File: src/rtl/display_map_writer_if.sv
// Feature-map activation stream into display_map_writer (AXI-Stream subset).
interface display_map_writer_if #(
  parameter int IN_W = 16
);
  logic signed [IN_W-1:0] s_tdata;
  logic                   s_tvalid;
  logic                   s_tready;
  logic                   s_tlast;
  logic [4:0]             s_tuser;

  modport master (
    output s_tdata, s_tvalid, s_tlast, s_tuser,
    input  s_tready
  );

  modport slave (
    input  s_tdata, s_tvalid, s_tlast, s_tuser,
    output s_tready
  );
endinterface

File: src/rtl/display_map_writer.sv
// Writes quantised CNN feature maps into the display BRAM at each tile's base
// address, checking map length and tile ID and flagging map/frame completion.
module display_map_writer #(
  parameter int NM    = 22,
  parameter int IN_W  = 16,
  parameter int SHIFT = 4,
  parameter int AW    = 16
) (
  input  logic                 pix_clk,
  input  logic                 rst_n,
  display_map_writer_if.slave  s,
  input  logic                 freeze,
  input  logic                 err_clr,
  output logic [AW-1:0]        bram_addr,
  output logic [7:0]           bram_wdata,
  output logic                 bram_we,
  output logic                 map_done,
  output logic [4:0]           map_id,
  output logic                 frame_done,
  output logic                 err_len,
  output logic                 err_tile
);

  typedef enum logic [1:0] {IDLE, STREAM, SKIP} state_t;

  state_t        state_q, state_d;
  logic          rdy_q;
  logic [4:0]    tile_q, tile_d;
  logic [AW-1:0] base_q, base_d;
  logic [AW-1:0] size_q, size_d;
  logic [AW-1:0] cnt_q, cnt_d;

  logic          take;
  logic          tile_ok;
  logic [AW-1:0] first_base, first_size;

  logic          we_d, done_d, len_err_d, tile_err_d;
  logic [AW-1:0] addr_d;
  logic [7:0]    wdata_d;
  logic [4:0]    id_d;

  logic          we_p1, done_p1, frame_p1;
  logic [AW-1:0] addr_p1;
  logic [7:0]    wdata_p1;
  logic [4:0]    id_p1;
  logic          err_len_q, err_tile_q;

  function automatic logic [7:0] quant(input logic signed [IN_W-1:0] d);
    logic signed [IN_W-1:0] q;
    q = d >>> SHIFT;
    if (q[IN_W-1])
      return 8'd0;
    else if (q > $signed(IN_W'(255)))
      return 8'hFF;
    else
      return q[7:0];
  endfunction

  function automatic logic [AW-1:0] tile_base(input logic [4:0] t);
    if (t == 5'd0)
      return '0;
    else if (t <= 5'd16)
      return AW'(16'h0320) + AW'(t - 5'd1) * AW'(16'h0240);
    else if (t <= 5'd20)
      return AW'(16'h2720) + AW'(t - 5'd17) * AW'(16'h0040);
    else
      return AW'(16'h2820);
  endfunction

  function automatic logic [AW-1:0] tile_size(input logic [4:0] t);
    if (t == 5'd0)
      return AW'(784);
    else if (t <= 5'd16)
      return AW'(576);
    else if (t <= 5'd20)
      return AW'(64);
    else
      return AW'(10);
  endfunction

  // freeze only blocks the start of a new map; maps in flight always finish
  assign s.s_tready  = rdy_q & ~((state_q == IDLE) & freeze);
  assign take        = s.s_tvalid & s.s_tready;
  assign tile_ok     = int'(s.s_tuser) < NM;
  assign first_base  = tile_base(s.s_tuser);
  assign first_size  = tile_size(s.s_tuser);

  // State, ready and beat-counter register
  always_ff @(posedge pix_clk) begin
    if (!rst_n) begin
      state_q <= IDLE;
      rdy_q   <= 1'b0;
      cnt_q   <= '0;
    end else begin
      state_q <= state_d;
      rdy_q   <= 1'b1;
      cnt_q   <= cnt_d;
    end
  end

  // Per-map tile descriptor, only meaningful while streaming
  always_ff @(posedge pix_clk) begin
    tile_q <= tile_d;
    base_q <= base_d;
    size_q <= size_d;
  end

  // Next-state logic
  always_comb begin
    state_d = state_q;
    if (take) begin
      unique case (state_q)
        IDLE: begin
          if (s.s_tlast)
            state_d = IDLE;
          else if (tile_ok)
            state_d = STREAM;
          else
            state_d = SKIP;
        end
        STREAM: begin
          if (s.s_tlast)
            state_d = IDLE;
          else if (cnt_q == size_q)
            state_d = SKIP;
        end
        SKIP: begin
          if (s.s_tlast)
            state_d = IDLE;
        end
        default: state_d = IDLE;
      endcase
    end
  end

  // Output/datapath decisions for the accepted beat
  always_comb begin
    we_d       = 1'b0;
    addr_d     = '0;
    wdata_d    = quant(s.s_tdata);
    done_d     = 1'b0;
    id_d       = '0;
    len_err_d  = 1'b0;
    tile_err_d = 1'b0;
    cnt_d      = cnt_q;
    tile_d     = tile_q;
    base_d     = base_q;
    size_d     = size_q;
    if (take) begin
      unique case (state_q)
        IDLE: begin
          if (tile_ok) begin
            tile_d = s.s_tuser;
            base_d = first_base;
            size_d = first_size;
            cnt_d  = AW'(1);
            we_d   = 1'b1;
            addr_d = first_base;
            if (s.s_tlast) begin
              if (first_size == AW'(1)) begin
                done_d = 1'b1;
                id_d   = s.s_tuser;
              end else begin
                len_err_d = 1'b1;
              end
            end
          end else begin
            tile_err_d = 1'b1;
          end
        end
        STREAM: begin
          if (cnt_q < size_q) begin
            we_d   = 1'b1;
            addr_d = base_q + cnt_q;
            cnt_d  = cnt_q + AW'(1);
            if (s.s_tlast) begin
              if (cnt_q + AW'(1) == size_q) begin
                done_d = 1'b1;
                id_d   = tile_q;
              end else begin
                len_err_d = 1'b1;
              end
            end
          end else begin
            len_err_d = 1'b1;
          end
        end
        default: ;
      endcase
    end
  end

  // ---- stage p1: registered BRAM write, completion pulses, sticky errors ----
  always_ff @(posedge pix_clk) begin
    if (!rst_n) begin
      we_p1      <= 1'b0;
      addr_p1    <= '0;
      wdata_p1   <= '0;
      done_p1    <= 1'b0;
      id_p1      <= '0;
      frame_p1   <= 1'b0;
      err_len_q  <= 1'b0;
      err_tile_q <= 1'b0;
    end else begin
      we_p1      <= we_d;
      addr_p1    <= we_d ? addr_d : '0;
      wdata_p1   <= we_d ? wdata_d : '0;
      done_p1    <= done_d;
      id_p1      <= id_d;
      frame_p1   <= done_d & (id_d == 5'(NM - 1));
      err_len_q  <= len_err_d  | (err_len_q  & ~err_clr);
      err_tile_q <= tile_err_d | (err_tile_q & ~err_clr);
    end
  end

  assign bram_we    = we_p1;
  assign bram_addr  = addr_p1;
  assign bram_wdata = wdata_p1;
  assign map_done   = done_p1;
  assign map_id     = id_p1;
  assign frame_done = frame_p1;
  assign err_len    = err_len_q;
  assign err_tile   = err_tile_q;

endmodule

File: src/flat_wrapper.sv
// flat-port wrapper written by rule: the top's interface ports become plain ports
module display_map_writer_flat 
#(
  parameter int NM    = 22,
  parameter int IN_W  = 16,
  parameter int SHIFT = 4,
  parameter int AW    = 16
)
  (pix_clk, rst_n, freeze, err_clr, bram_addr, bram_wdata, bram_we, map_done, map_id, frame_done, err_len, err_tile, s_s_tdata, s_s_tvalid, s_s_tlast, s_s_tuser, s_s_tready);
  display_map_writer_if #(.IN_W(IN_W)) s_i ();
  input  logic pix_clk;
  input  logic rst_n;
  input  logic freeze;
  input  logic err_clr;
  output logic [AW-1:0] bram_addr;
  output logic [7:0] bram_wdata;
  output logic bram_we;
  output logic map_done;
  output logic [4:0] map_id;
  output logic frame_done;
  output logic err_len;
  output logic err_tile;
  input wire logic [$bits(s_i.s_tdata)-1:0] s_s_tdata;
  input wire logic [$bits(s_i.s_tvalid)-1:0] s_s_tvalid;
  input wire logic [$bits(s_i.s_tlast)-1:0] s_s_tlast;
  input wire logic [$bits(s_i.s_tuser)-1:0] s_s_tuser;
  output wire logic [$bits(s_i.s_tready)-1:0] s_s_tready;
  assign s_i.s_tdata = s_s_tdata;
  assign s_i.s_tvalid = s_s_tvalid;
  assign s_i.s_tlast = s_s_tlast;
  assign s_i.s_tuser = s_s_tuser;
  assign s_s_tready = s_i.s_tready;
  display_map_writer #(.NM(NM), .IN_W(IN_W), .SHIFT(SHIFT), .AW(AW)) u_core (.pix_clk(pix_clk), .rst_n(rst_n), .s(s_i), .freeze(freeze), .err_clr(err_clr), .bram_addr(bram_addr), .bram_wdata(bram_wdata), .bram_we(bram_we), .map_done(map_done), .map_id(map_id), .frame_done(frame_done), .err_len(err_len), .err_tile(err_tile));
endmodule
File: config.mk
export PLATFORM = sky130hd
export DESIGN_NAME = display_map_writer_flat
export DESIGN_NICKNAME = d
export VERILOG_FILES = /design/src/rtl/display_map_writer_if.sv /design/src/rtl/display_map_writer.sv /design/src/flat_wrapper.sv
export SDC_FILE = /design/constraint.sdc
export NUM_CORES = 1
export LEC_CHECK = 0
export ABC_AREA = 1
export BUFFER_PORTS_ARGS = -buffer_cell sky130_fd_sc_hd__buf_2
export CAP_MARGIN = 10
export CORE_MARGIN = 1.5
export CORE_UTILIZATION = 52
export DETAILED_ROUTE_END_ITERATION = 10
export HOLD_SLACK_MARGIN = 0.08
export PLACE_DENSITY_LB_ADDON = 0.2
export SETUP_SLACK_MARGIN = 0.5
export SYNTH_ARGS = -nofsm -noshare
export SYNTH_HDL_FRONTEND = slang
export SYNTH_SLANG_ARGS = --single-unit
File: constraint.sdc
create_clock -name pix_clk -period 2.85 [get_ports pix_clk]
set_input_delay 0.285 -clock pix_clk [delete_from_list [all_inputs] [get_ports pix_clk]]
set_output_delay 0.285 -clock pix_clk [all_outputs]
set_load 0.05 [all_outputs]
* After elaboration in Yosys (flattened, before gate mapping) *
Index checks and enable logic that the tools add are counted.
W data, S select, Z words.

cells by class
  equal/unequal tests = 10
  add/subtract/negate cells = 6
  reductions and logical operators = 8
  bitwise operators = 12
  $lt $le $gt $ge = 5
  multiplexer cells = 51
  multipliers = 1

operator list
  operator                  number
  $mux W16                  9
  $pmux W16 S2              2
  $mux W5                   7
  $eq A16 B16 Y1            2
  $mux W1                   21
  $add A10 B16 Y16 const A  1
  $add A14 B16 Y16 const A  1
  $add A16 B1 Y16 const B   1
  $add A16 B16 Y16          1
  $eq A16 B1 Y1 const B     1
  $lt A16 B16 Y1            1
  $mul A16 B4 Y10 const B   1
  $gt A12 B9 Y1 const B     1
  $le A5 B5 Y1 const B      2
  $mux W2                   5
  $pmux W5 S2               1
  $reduce_and A3 Y1         3
  $mux W8                   1
  $mux W7                   1
  $and A1 B1 Y1             6
  $pmux W1 S2               3
  $pmux W2 S3               1
  $sub A5 B1 Y6 const B     1
  $sub A5 B5 Y6 const B     1
  other kinds (14)          19

storage, ports and cells
  output and inout port bits = 35
  register bits after elaboration = 90
  input port bits = 27

* Logic depth before layout (Yosys ltp) *
Gate-level depths: netlist of the first run.

  depth in word-level cells = 12
  gate-level depth with buffers = 17
  mapped depth without buffers = 17

* Worst setup path before layout of the first run *
No wires, ideal clock.

  kind = input port to flip-flop
  start point = in s_s_tuser[0]
  end point = reg u_core.addr_p1[15], in the netlist u_core.bram_addr[15]
  library setup time = 70 ps
  required time = 2,780 ps
  setup slack = 194 ps
  stages on the path = 15
  data arrival time = 2,586 ps
  path through = inv_1 -> ha_1 -> xnor2_1 -> inv_1 -> ha_1 -> fa_1 -> xor2_1 -> nand3_1 -> nor2_1 -> nand2_1 -> nand2_1 -> nand3_1 -> nor2_1 -> nand2_1 -> a21oi_1

between the ends
  word-level cells in the longest chain between the ends = 7

ends and longest elaborated chain
  item                                                 line                                                source
  from (decl)                                          flat_wrapper.sv:26                                  input wire logic [$bits(s_i.s_tuser)-1:0] s_s_tuser;
  $sub A5 B1 Y6 or $sub A5 B5 Y6 (tied branches)       display_map_writer.sv:63, display_map_writer.sv:65
  $mul A16 B4 Y10 or $add A14 B16 Y16 (tied branches)  display_map_writer.sv:63, display_map_writer.sv:65
  $add A10 B16 Y16 or $mux W16 (tied branches)         display_map_writer.sv:63, display_map_writer.sv:64
  $mux W16                                             display_map_writer.sv:62                            else if (t <= 5'd16)
  $mux W16 (*)                                         display_map_writer.sv:60                            if (t == 5'd0)
  via u_core.first_base[15]                            display_map_writer.sv:35                            logic [AW-1:0] first_base, first_size;
  $mux W16 (*)                                         display_map_writer.sv:152                           if (tile_ok) begin
  $pmux W16 S2 (*)                                     display_map_writer.sv:150                           unique case (state_q)
  to (signal assigned)                                 display_map_writer.sv:206                           addr_p1 <= we_d ? addr_d : '0;
  to (decl)                                            display_map_writer.sv:43                            logic [AW-1:0] addr_p1;

The timed path passes the listed nets; every way through them passes the cells marked *.
A chain may end at the register's enable or synchronous reset.

* Final worst setup path of the first run *
  start point = in s_s_tuser[1]
  end point = reg u_core.addr_p1[13], in the netlist u_core.bram_addr[13]

The elaborated chain is that of the path after synthesis.

==> flow_summary.json, run 1 <==
{
  "ys_ff_latch": 73,
  "fin_ws_ns": 0.489,
  "r2r_slack_ns": 0.59,
  "cts_tree": "done",
  "yosys.area_share.adder_pct": 9.83,
  "syn_nets": 637,
  "place.gp.congestion": 0.935,
  "syn2layout_area_growth_pct": 22.4,
  "netlist_area_um2": 4230,
  "cts-root-buf": "clkbuf_8",
  "cts_hold_buf": 0,
  "hpwl_um": 7760,
  "synthCells": 578,
  "cp_data_required_time_ns": 3.13,
  "dieArea_um2": 8680,
  "worstSetupStartpointType": "input port",
  "placed_area_um2": 4750,
  "powerDensity_nw_per_um2": 465,
  "yosys.area_share.simple_pct": 31.3,
  "period_needed_ns": 2.36,
  "clock-sinks": 73,
  "wl_um": 10400,
  "fin_skew_ns": 0.0142,
  "combPwrFrac_pct": 16.2,
  "synth.area.top_cells": "dfxtp_1, edfxtp_1, nand2_1, ha_1, nor2_1",
  "rr_worst_depth": 12,
  "crit_fanout": 3,
  "p_total_w": 0.00241,
  "coreArea_um2": 7810,
  "synth_area_per_cell_um2": 7.31,
  "holdPathEnd": "u_core.tile_q[0]",
  "cts_made_buffers": 9,
  "max_cap_violations": 0,
  "pwr-share-seq_pct": 45.8,
  "p_int_w": 0.00175,
  "path_clk_slew_ns": 0.08,
  "drt_pass1_iterations": 6,
  "synth-compound-area-share_pct": 8.44,
  "yosys_warnings": 0,
  "layout_common_cells": "nand2_1, inv_1, nor2_1",
  "hold_viol": 0,
  "via_per_inst": 5.19,
  "rr_endpoint": "u_core.cnt_q[7]",
  "rsz0062_at_grt": "true",
  "min-delay-path-class": "in2reg",
  "overflow": 0,
  "sw_frac_of_total_pct": 27.3,
  "place_ws_ns": -0.00928,
  "p_leak_nw": 2.44,
  "grt_pass1_vias": 3606,
  "critPathArrivalTime_ns": 2.64,
  "power.share.clock_pct": 38.0,
  "finalMaxSlewViolations": 0,
  "worstReg2RegStart": "u_core.size_q[4]",
  "fmax_mhz": 424,
  "ios": 62,
  "cts.htree.levels": 3,
  "synth_top_family_by_area": "simple AND/OR/NAND/NOR gates",
  "synth_mux_area_share_pct": 0,
  "synth_xor_area_share_pct": 3.11,
  "antenna_found_initial": 0,
  "layout_commonest_cell": "nand2_1",
  "dp.cells": 736,
  "synth.distinct_cells": 35,
  "vias": 3946,
  "antenna_cells": 0,
  "rows": 32,
  "finalNonFillerCells": 760,
  "grt_first_pass_wirelength_um": 16600,
  "critPathCaptureType": "flip-flop",
  "wire_per_inst_um": 13.6,
  "p_sw_w": 0.000657,
  "ir_drop_v": 0.000338,
  "slew_headroom_pct": 46.9,
  "cts_buffer_depth": 2,
  "path_class": "in2reg",
  "synth-seq-area-share_pct": 39.3,
  "yosysTopAreaCellShare_pct": 25.1,
  "drc_errors": 0,
  "setup_viol": 0,
  "track_usage_pct": 24.6,
  "first_iter_violations": 222,
  "period_share_pct": 82.8,
  "synth_largest_area_cell": "dfxtp_1",
  "worst_pin_slew_ns": 0.791,
  "min_from": "s_s_tuser[0]",
  "grt_max_degree": 21,
  "initial_core_util_pct": 54.1,
  "die_w_um": 93.2,
  "ant_nets": 0,
  "postLayoutCellArea_um2": 5170,
  "dieHeight_um": 93.2,
  "min_path_cells": 1,
  "outcome": "finished clean",
  "drive_gt1_share_pct": 20.5,
  "final_nets": 712,
  "port_buffers": 57,
  "clk_latency_ns": 0.35
}
## worst max path at each step
stage,start,to,slack [ns],cells past startpoint
after floorplan,s_s_tuser[1],u_core.bram_addr[15],0.37,16
after global placement,s_s_tuser[1],u_core.bram_addr[15],0.02,17
after detailed placement,s_s_tuser[1],u_core.bram_addr[15],-0.009,17
after CTS,s_s_tuser[0],u_core.bram_addr[15],0.50,17
after global routing,u_core.size_q[9],u_core.cnt_q[7],0.36,12
final,s_s_tuser[1],u_core.bram_addr[13],0.49,14
## power by group through the flow
stage / Clock (W) / Combinational (W) / Sequential (W)
global route: 0.000988 / 0.000427 / 0.00110
CTS: 0.000930 / 0.000369 / 0.00110
floorplan: 0 / 0.000225 / 0.00115
global placement: 0 / 0.000343 / 0.00112
detailed placement: 0 / 0.000352 / 0.00113
finish: 0.000916 / 0.000391 / 0.00110
## synthesized netlist by cell type
cell,n
nand2_1,139
nor2_1,78
inv_1,75
dfxtp_1,53
a21oi_1,48
nand3_1,46
ha_1,30
edfxtp_1,20
nand4_1,14
nor3_1,14
o21ai_0,9
xor2_1,8
xnor2_1,7
or2_2,4
clkbuf_1,3
nor2_2,3
a31oi_1,2
and2_1,2
buf_2,2
buf_6,2
fa_1,2
nand3b_1,2
nor3b_1,2
o211ai_1,2
a21boi_2,1
a21o_1,1
a22oi_1,1
buf_4,1
clkinv_1,1
nand2_2,1
nand3_4,1
o2111ai_1,1
o32ai_1,1
or2_0,1
or2_1,1
## layer usage
layer  GRT usage (%)  share of wire (%)
met5               0                  0
met4            8.96                2.1
met3            5.20                4.0
met2            39.9                 49
met1            32.3                 45
## critical path, cell delays in order
cell and delay (ns):
buf_12 0.12, inv_16 0.05, ha_4 0.14, nand2_4 0.07, xnor2_4 0.13, ha_1 0.30, ha_2 0.19, fa_2 0.37
xor2_2 0.20, nand3_2 0.14, xnor2_1 0.17, a21oi_1 0.26, nand2_1 0.09, a21oi_1 0.13
## metrics by stage
| step | setup TNS, ns | util (%) | hold WS [ns] |
|---|---|---|---|
| 2_1_floorplan | 0 | - | 0.313 |
| 3_3_place_gp | 0 | 60.8 | 0.452 |
| 3_5_place_dp | -0.00928 | 60.8 | 0.453 |
| 4_1_cts | 0 | 64.4 | 0.133 |
| 5_1_grt | 0 | 66.3 | 0.117 |
| 6_report | 0 | 66.3 | 0.139 |
## cell families after synthesis
kind of cell | count (synthesis)
buf+inv | 84
simple gates | 308
compound gates | 66
fa+ha+maj | 32
xor+xnor | 15
flops | 73
## flip-flops by register name, indices dropped and copies added (netlist names)
| name | cells |
|---|---|
| u_core.frame_done | 1 |
| u_core.state_q | 2 |
| u_core.rdy_q | 1 |
| u_core.map_id | 5 |
| u_core.tile_q | 5 |
| u_core.size_q | 4 |
| u_core.bram_wdata | 8 |
| u_core.cnt_q | 16 |
| u_core.map_done | 1 |
| u_core.err_len | 1 |
| u_core.base_q | 11 |
| u_core.bram_addr | 16 |
| u_core.err_tile | 1 |
| u_core.bram_we | 1 |
## what timing repair did
| action | 4_1_cts | 5_1_grt |
|---|---|---|
| setup buffers | 2 | 6 |
| endpoints found under the hold margin | 0 | 0 |
| resized for setup | 9 | 30 |
| setup endpoints to repair | 14 | 40 |
| pin swaps | 13 | 8 |
## final cells by class
cell class | instances | area [um2]
clock buffers | 13 | 181
repair buffers | 72 | 430
flip-flops and latches | 73 | 1670
well taps | 102 | 128
fillers | 651 | 2630
clock inverters | 3 | 43.8
inverters | 76 | 314
multi-input cells | 421 | 2410
Power figures use the tool's default switching activity.
==> run 2: changes to the inputs <==
- ABC_AREA: 1 -> 0
- clock period: 2.85 -> 2.17 ns (I/O delays scaled with it)
==> run 2 against run 1 <==
Compared with the run above:
- combinational power up 79%
- largest power group unchanged
- setup slack worse by 0.97 ns
- clock skew down 0.0038 ns
- largest cell class unchanged
- routed wire length up 36%
- critical path depth unchanged
- the flow now finishes with violations (negative setup slack)
- utilization up 16 points
==> flow_summary.json, run 2 <==
{
  "outcome": "finished with violations",
  "violations": "negative setup slack",
  "vias": 4381,
  "synthTopCellsByCount": "dfxtp_1, nor2_1, ha_1, inv_1, nand2_1",
  "synth_edf_count": 20,
  "drc_errors": 0,
  "synth_top_flop_cell": "dfxtp_1",
  "drt_pass1_iterations": 5,
  "crit_path_start": "s_s_tuser[0]",
  "synth_largest_area_cell": "dfxtp_1",
  "synthCells": 451,
  "worst_pin_slew_ns": 0.561,
  "postLayoutCellArea_um2": 6350,
  "finalSetupTns_ns": -7.39,
  "ios": 62,
  "p_total_w": 0.00333,
  "slew_headroom_pct": 62.6,
  "worstReg2RegStart": "u_core.base_q[5]",
  "critPathCaptureType": "flip-flop",
  "rr_worst_depth": 8,
  "max_cap_violations": 0,
  "fin_skew_ns": 0.0104,
  "clock-sinks": 73,
  "drive_gt1_share_pct": 47.6,
  "path_clk_slew_ns": 0.09,
  "setup_viol": 43,
  "grt_first_pass_wirelength_um": 20500,
  "synth.distinct_cells": 66,
  "synth.most_common_cell": "dfxtp_1",
  "cts_buffer_depth": 2,
  "final_nets": 680,
  "p_leak_nw": 2.75,
  "dieArea_um2": 8560,
  "placed_area_um2": 5330,
  "worstSetupStartpointType": "input port",
  "crit_fanout": 3,
  "grt_max_degree": 21,
  "clk_latency_ns": 0.36,
  "yosysTopAreaCellShare_pct": 25.5,
  "path_class": "in2reg",
  "rows": 32,
  "cts_made_buffers": 9,
  "cts.htree.levels": 3,
  "synth_xor_area_share_pct": 5.04,
  "netlist_area_um2": 4170,
  "ys_async_sr_fraction_pct": 0,
  "place.gp.congestion": 0.914,
  "antenna_found_initial": 0,
  "fin_ws_ns": -0.485,
  "ir_drop_v": 0.000439,
  "layout_commonest_cell": "buf_4",
  "min-delay-path-class": "in2reg",
  "critPathArrivalTime_ns": 2.77,
  "hpwl_um": 8500,
  "syn2layout_area_growth_pct": 52.4,
  "r2r_slack_ns": -0.30,
  "via_per_inst": 6.02,
  "layout_common_cells": "buf_4, buf_2, dfxtp_1",
  "wl_um": 14100,
  "rr_endpoint": "u_core.bram_addr[15]",
  "hold_viol": 0,
  "fmax_mhz": 377,
  "first_iter_violations": 322,
  "syn_nets": 510,
  "n_fill_cell": 417,
  "whs_ns": 0.0906,
  "period_share_pct": 122,
  "port_buffers": 57,
  "synth_mux_area_share_pct": 1.02,
  "coreArea_um2": 7730,
  "ant_nets": 0,
  "regArea_um2": 1680,
  "track_usage_pct": 30.8,
  "cp_data_required_time_ns": 2.29,
  "synth.area.top_cells": "dfxtp_1, edfxtp_1, ha_1, nor2_1, xor2_1",
  "synth_area_per_cell_um2": 9.24,
  "yosys_warnings": 0,
  "dieHeight_um": 92.5,
  "multi_input_area_um2": 2880,
  "ys_ff_latch": 73,
  "yosys.area_share.simple_pct": 21.1,
  "grt_pass1_vias": 4232,
  "rsz0062_at_grt": "true",
  "yosys.area_share.adder_pct": 9.96,
  "period_needed_ns": 2.65,
  "synth-compound-area-share_pct": 19.2,
  "antenna_cells": 0,
  "initial_core_util_pct": 54.0,
  "synth-seq-area-share_pct": 39.9,
  "finalMaxSlewViolations": 0,
  "cts-root-buf": "clkbuf_8",
  "powerDensity_nw_per_um2": 524,
  "wire_per_inst_um": 19.3,
  "crit_end": "u_core.base_q[15]",
  "synth_top_family_by_area": "simple AND/OR/NAND/NOR gates",
  "overflow": 0,
  "die_w_um": 92.5,
  "cts_tree": "done"
}
==> run 2: cell count changes in the layout (fill, tap and decap cells not counted), moves of 13 or more <==
cell / previous run / this run
nand3_1: 45 / 6
o21a_1: 0 / 13
nand2_1: 135 / 21
inv_1: 72 / 20
buf_6: 0 / 18
buf_4: 15 / 89
nor2_1: 68 / 38
a21oi_1: 46 / 14
==> run 2: worst min path at each step <==
stage	startpoint	endpoint	slack, ns	depth (start not counted)
5_1_grt	s_s_tdata[5]	u_core.bram_wdata[1]	0.09	2
6_report	s_s_tdata[6]	u_core.bram_wdata[2]	0.09	2
4_1_cts	s_s_tdata[6]	u_core.bram_wdata[2]	0.08	2
3_5_place_dp	s_s_tdata[7]	u_core.bram_wdata[3]	0.43	2
3_3_place_gp	s_s_tdata[11]	u_core.bram_wdata[7]	0.43	2
2_1_floorplan	rst_n	u_core.rdy_q	0.24	0
==> run 2: critical path: stages <==
cell,delay (ns)
buf_8,0.10
clkinvlp_4,0.08
ha_4,0.13
nor3b_4,0.20
xor2_1,0.23
ha_1,0.31
ha_4,0.18
fa_2,0.41
a21o_1,0.19
a21oi_2,0.19
xnor2_2,0.11
a21oi_2,0.15
xor2_1,0.21
nor2_1,0.07
==> run 2: layout make-up <==
| cell class | instances | area share (%) |
|---|---|---|
| clock buffer | 9 | 1.95 |
| timing repair buffer | 176 | 21.5 |
| inverter | 24 | 1.48 |
| sequential | 73 | 26.4 |
| clock inverter | 7 | 1.38 |
| tap | 102 | 2.01 |
| multi-input combinational | 337 | 45.3 |
==> run 2: cells by family after synthesis <==
| logic type | count (synthesis) |
|---|---|
| buffers and inverters | 41 |
| XOR/XNOR | 24 |
| flip-flops | 73 |
| multiplexers | 4 |
| adder cells (fa/ha/maj) | 32 |
| AO/OA/AOI/OAI | 109 |
| AND/OR/NAND/NOR | 168 |
==> run 2: stage by stage <==
stage / worst slack (ns) / cells / utilization (%)
after global placement: -0.708 / 677 / 68.9
after CTS: -0.326 / 715 / 78.7
final: -0.485 / 728 / 82.2
after global routing: -0.590 / 728 / 82.2
after floorplan: -0.549 / 451 / -
after detailed placement: -0.787 / 677 / 68.9
==> run 2: where the power goes <==
group | total [W] | switching (W) | internal (W)
combinational | 0.000701 | 0.000368 | 0.000333
sequential | 0.00144 | 0.0000124 | 0.00143
clock | 0.00119 | 0.000630 | 0.000558
==> run 2: layer usage <==
layer  vias to the layer above  GRT usage [%]  routed length, um
met5                         -              0                  0
met4                         0           14.7                499
met3                        48           5.58                866
met2                       215           55.1               7450
met1                      2128           35.0               5260
li1                       1990              -                  -
==> run 2: what timing repair did <==
item                                    4_1_cts  5_1_grt
buffers inserted                             15       13
endpoints found under the hold margin         6        0
hold buffers                                  6        0
cloned                                        1        0
gates resized for setup                      74       40
endpoints found under the setup margin       78       59
pin swaps                                    45       40
==> run 3: changes to the inputs <==
- RECOVER_POWER: not set -> 50
==> run 3 against run 2 <==
Compared with the run above:
- the flow still finishes with violations (negative setup slack)
- maximum frequency about the same
- sequential share of layout area about the same
- largest power group unchanged
- setup slack better by 0.00052 ns
- clock power about the same
- flip-flop and latch count unchanged
- non-clock buffer count unchanged
- total power about the same
- global-route usage unchanged
- clock-buffer cell count unchanged
==> flow_summary.json, run 3 (synthesis gave the netlist of run 2 again) <==
{
  "period_needed_ns": 2.65,
  "track_usage_pct": 30.8,
  "cts.htree.levels": 3,
  "max_cap_violations": 0,
  "crit_path_start": "s_s_tuser[0]",
  "crit_chain": "buf_8 -> clkinvlp_4 -> ha_4 -> nor3b_4 -> xor2_1 -> ha_1 -> ha_4 -> fa_2 -> a21o_1 -> a21oi_2 -> xnor2_2 -> a21oi_2 -> xor2_1 -> nor2_1",
  "regArea_um2": 1680,
  "min-delay-path-class": "in2reg",
  "crit_fanout": 3,
  "sw_frac_of_total_pct": 30.4,
  "pwr-share-seq_pct": 43.2,
  "dieArea_um2": 8560,
  "hpwl_um": 8500,
  "powerDensity_nw_per_um2": 524,
  "antenna_found_initial": 0,
  "wl_um": 14100,
  "clk_latency_ns": 0.36,
  "worst-path-buf-inv": 2,
  "drive_gt1_share_pct": 47.4,
  "port_buffers": 57,
  "via_per_inst": 5.99,
  "worst_pin_slew_ns": 0.559,
  "combPwrFrac_pct": 21.1,
  "rsz0062_at_grt": "true",
  "cts_buffer_depth": 2,
  "hold_viol": 0,
  "drt_pass1_iterations": 5,
  "critPathArrivalTime_ns": 2.77,
  "cts-root-buf": "clkbuf_8",
  "setup_viol": 43,
  "clock-sinks": 73,
  "critPathCaptureType": "flip-flop",
  "cp_slowest_cell": "fa_2",
  "slew_headroom_pct": 62.3,
  "path_clk_slew_ns": 0.09,
  "final_nets": 680,
  "n_fill_cell": 418,
  "min_from": "s_s_tdata[6]",
  "die_w_um": 92.5,
  "layout_common_cells": "buf_4, buf_2, dfxtp_1",
  "fmax_mhz": 377,
  "syn2layout_area_growth_pct": 52.4,
  "cts_made_buffers": 9,
  "grt_max_degree": 21,
  "vias": 4360,
  "multi_input_area_um2": 2880,
  "drc_errors": 0,
  "dieHeight_um": 92.5,
  "violations": "negative setup slack",
  "p_sw_w": 0.00101,
  "wire_per_inst_um": 19.3,
  "fin_skew_ns": 0.0117,
  "cp_data_required_time_ns": 2.29,
  "antenna_cells": 0,
  "crit_family": "adder cells",
  "fin_ws_ns": -0.484,
  "coreArea_um2": 7730,
  "ir_drop_v": 0.000439,
  "p_total_w": 0.00333,
  "first_iter_violations": 322,
  "worstReg2RegStart": "u_core.base_q[5]",
  "layout_commonest_cell": "buf_4",
  "overflow": 0,
  "period_share_pct": 122,
  "outcome": "finished with violations",
  "slowest_delay_ns": 0.41,
  "postLayoutCellArea_um2": 6350,
  "place.gp.congestion": 0.914,
  "worstSetupStartpointType": "input port",
  "power.share.clock_pct": 35.8,
  "grt_pass1_vias": 4232,
  "placed_area_um2": 5330,
  "ios": 62,
  "cts_tree": "done",
  "p_int_w": 0.00232,
  "ant_nets": 0,
  "path_class": "in2reg",
  "finalMaxSlewViolations": 0,
  "rows": 32,
  "initial_core_util_pct": 54.0,
  "grt_first_pass_wirelength_um": 20500,
  "p_leak_nw": 2.74
}
[run 3: final cells by class]
| cell class | instances | area share (%) |
|---|---|---|
| inverters | 24 | 1.48 |
| well taps | 102 | 2.01 |
| repair buffers | 176 | 21.5 |
| clock inverters | 7 | 1.38 |
| multi-input cells | 337 | 45.3 |
| flip-flops and latches | 73 | 26.4 |
| clock buffers | 9 | 1.95 |
[run 3: metal layers]
metal	GRT usage [%]	part of all wire (%)	wire, um	vias up
li1	-	-	-	1995
met1	35.0	38	5330	2114
met2	55.1	53	7450	205
met3	5.58	5.7	802	46
met4	14.7	3.6	501	0
met5	0	0	0	-
[run 3: repair_timing]
item | 4_1_cts | 5_1_grt
cloned | 1 | 0
setup buffers | 15 | 13
setup endpoints to repair | 78 | 59
pin swaps | 45 | 40
gates resized for setup | 74 | 40
hold endpoints to repair | 6 | 0
hold buffers | 6 | 0
[run 3: metrics by stage]
stage                     hold slack, ns  setup TNS [ns]  instances  setup WS, ns  util (%)
final                             0.0900           -7.40        728        -0.484      82.2
after global routing              0.0897           -9.80        728        -0.590      82.2
after CTS                         0.0832           -3.26        715        -0.326      78.7
after detailed placement           0.429           -7.78        677        -0.787      68.9
after global placement             0.426           -6.43        677        -0.708      68.9
after floorplan                    0.245           -3.49        451        -0.549         -
[run 3: final timing paths]
path | to | slack (ns) | cells after the start
min | u_core.bram_wdata[2] | 0.09 | 2
min reg2reg | u_core.err_tile | 0.52 | 2
max reg2reg | u_core.bram_addr[15] | -0.30 | 8
max | u_core.base_q[15] | -0.48 | 14
[run 3: power groups by stage]
stage          Clock [W]  Combinational (W)  Sequential (W)
4_1_cts          0.00118           0.000622         0.00144
2_1_floorplan          0           0.000297         0.00149
6_report         0.00119           0.000702         0.00144
5_1_grt          0.00124           0.000743         0.00144
3_3_place_gp           0           0.000501         0.00147
3_5_place_dp           0           0.000515         0.00147
[run 3: worst register-to-register path, stage by stage, from the launching register on]
cell       delay, ns
edfxtp_1        0.39
ha_1            0.24
fa_2            0.45
a211oi_2        0.24
o21ai_0         0.19
a2111oi_0       0.43
o21bai_1        0.14
xnor2_1         0.22
o2bb2ai_2       0.12
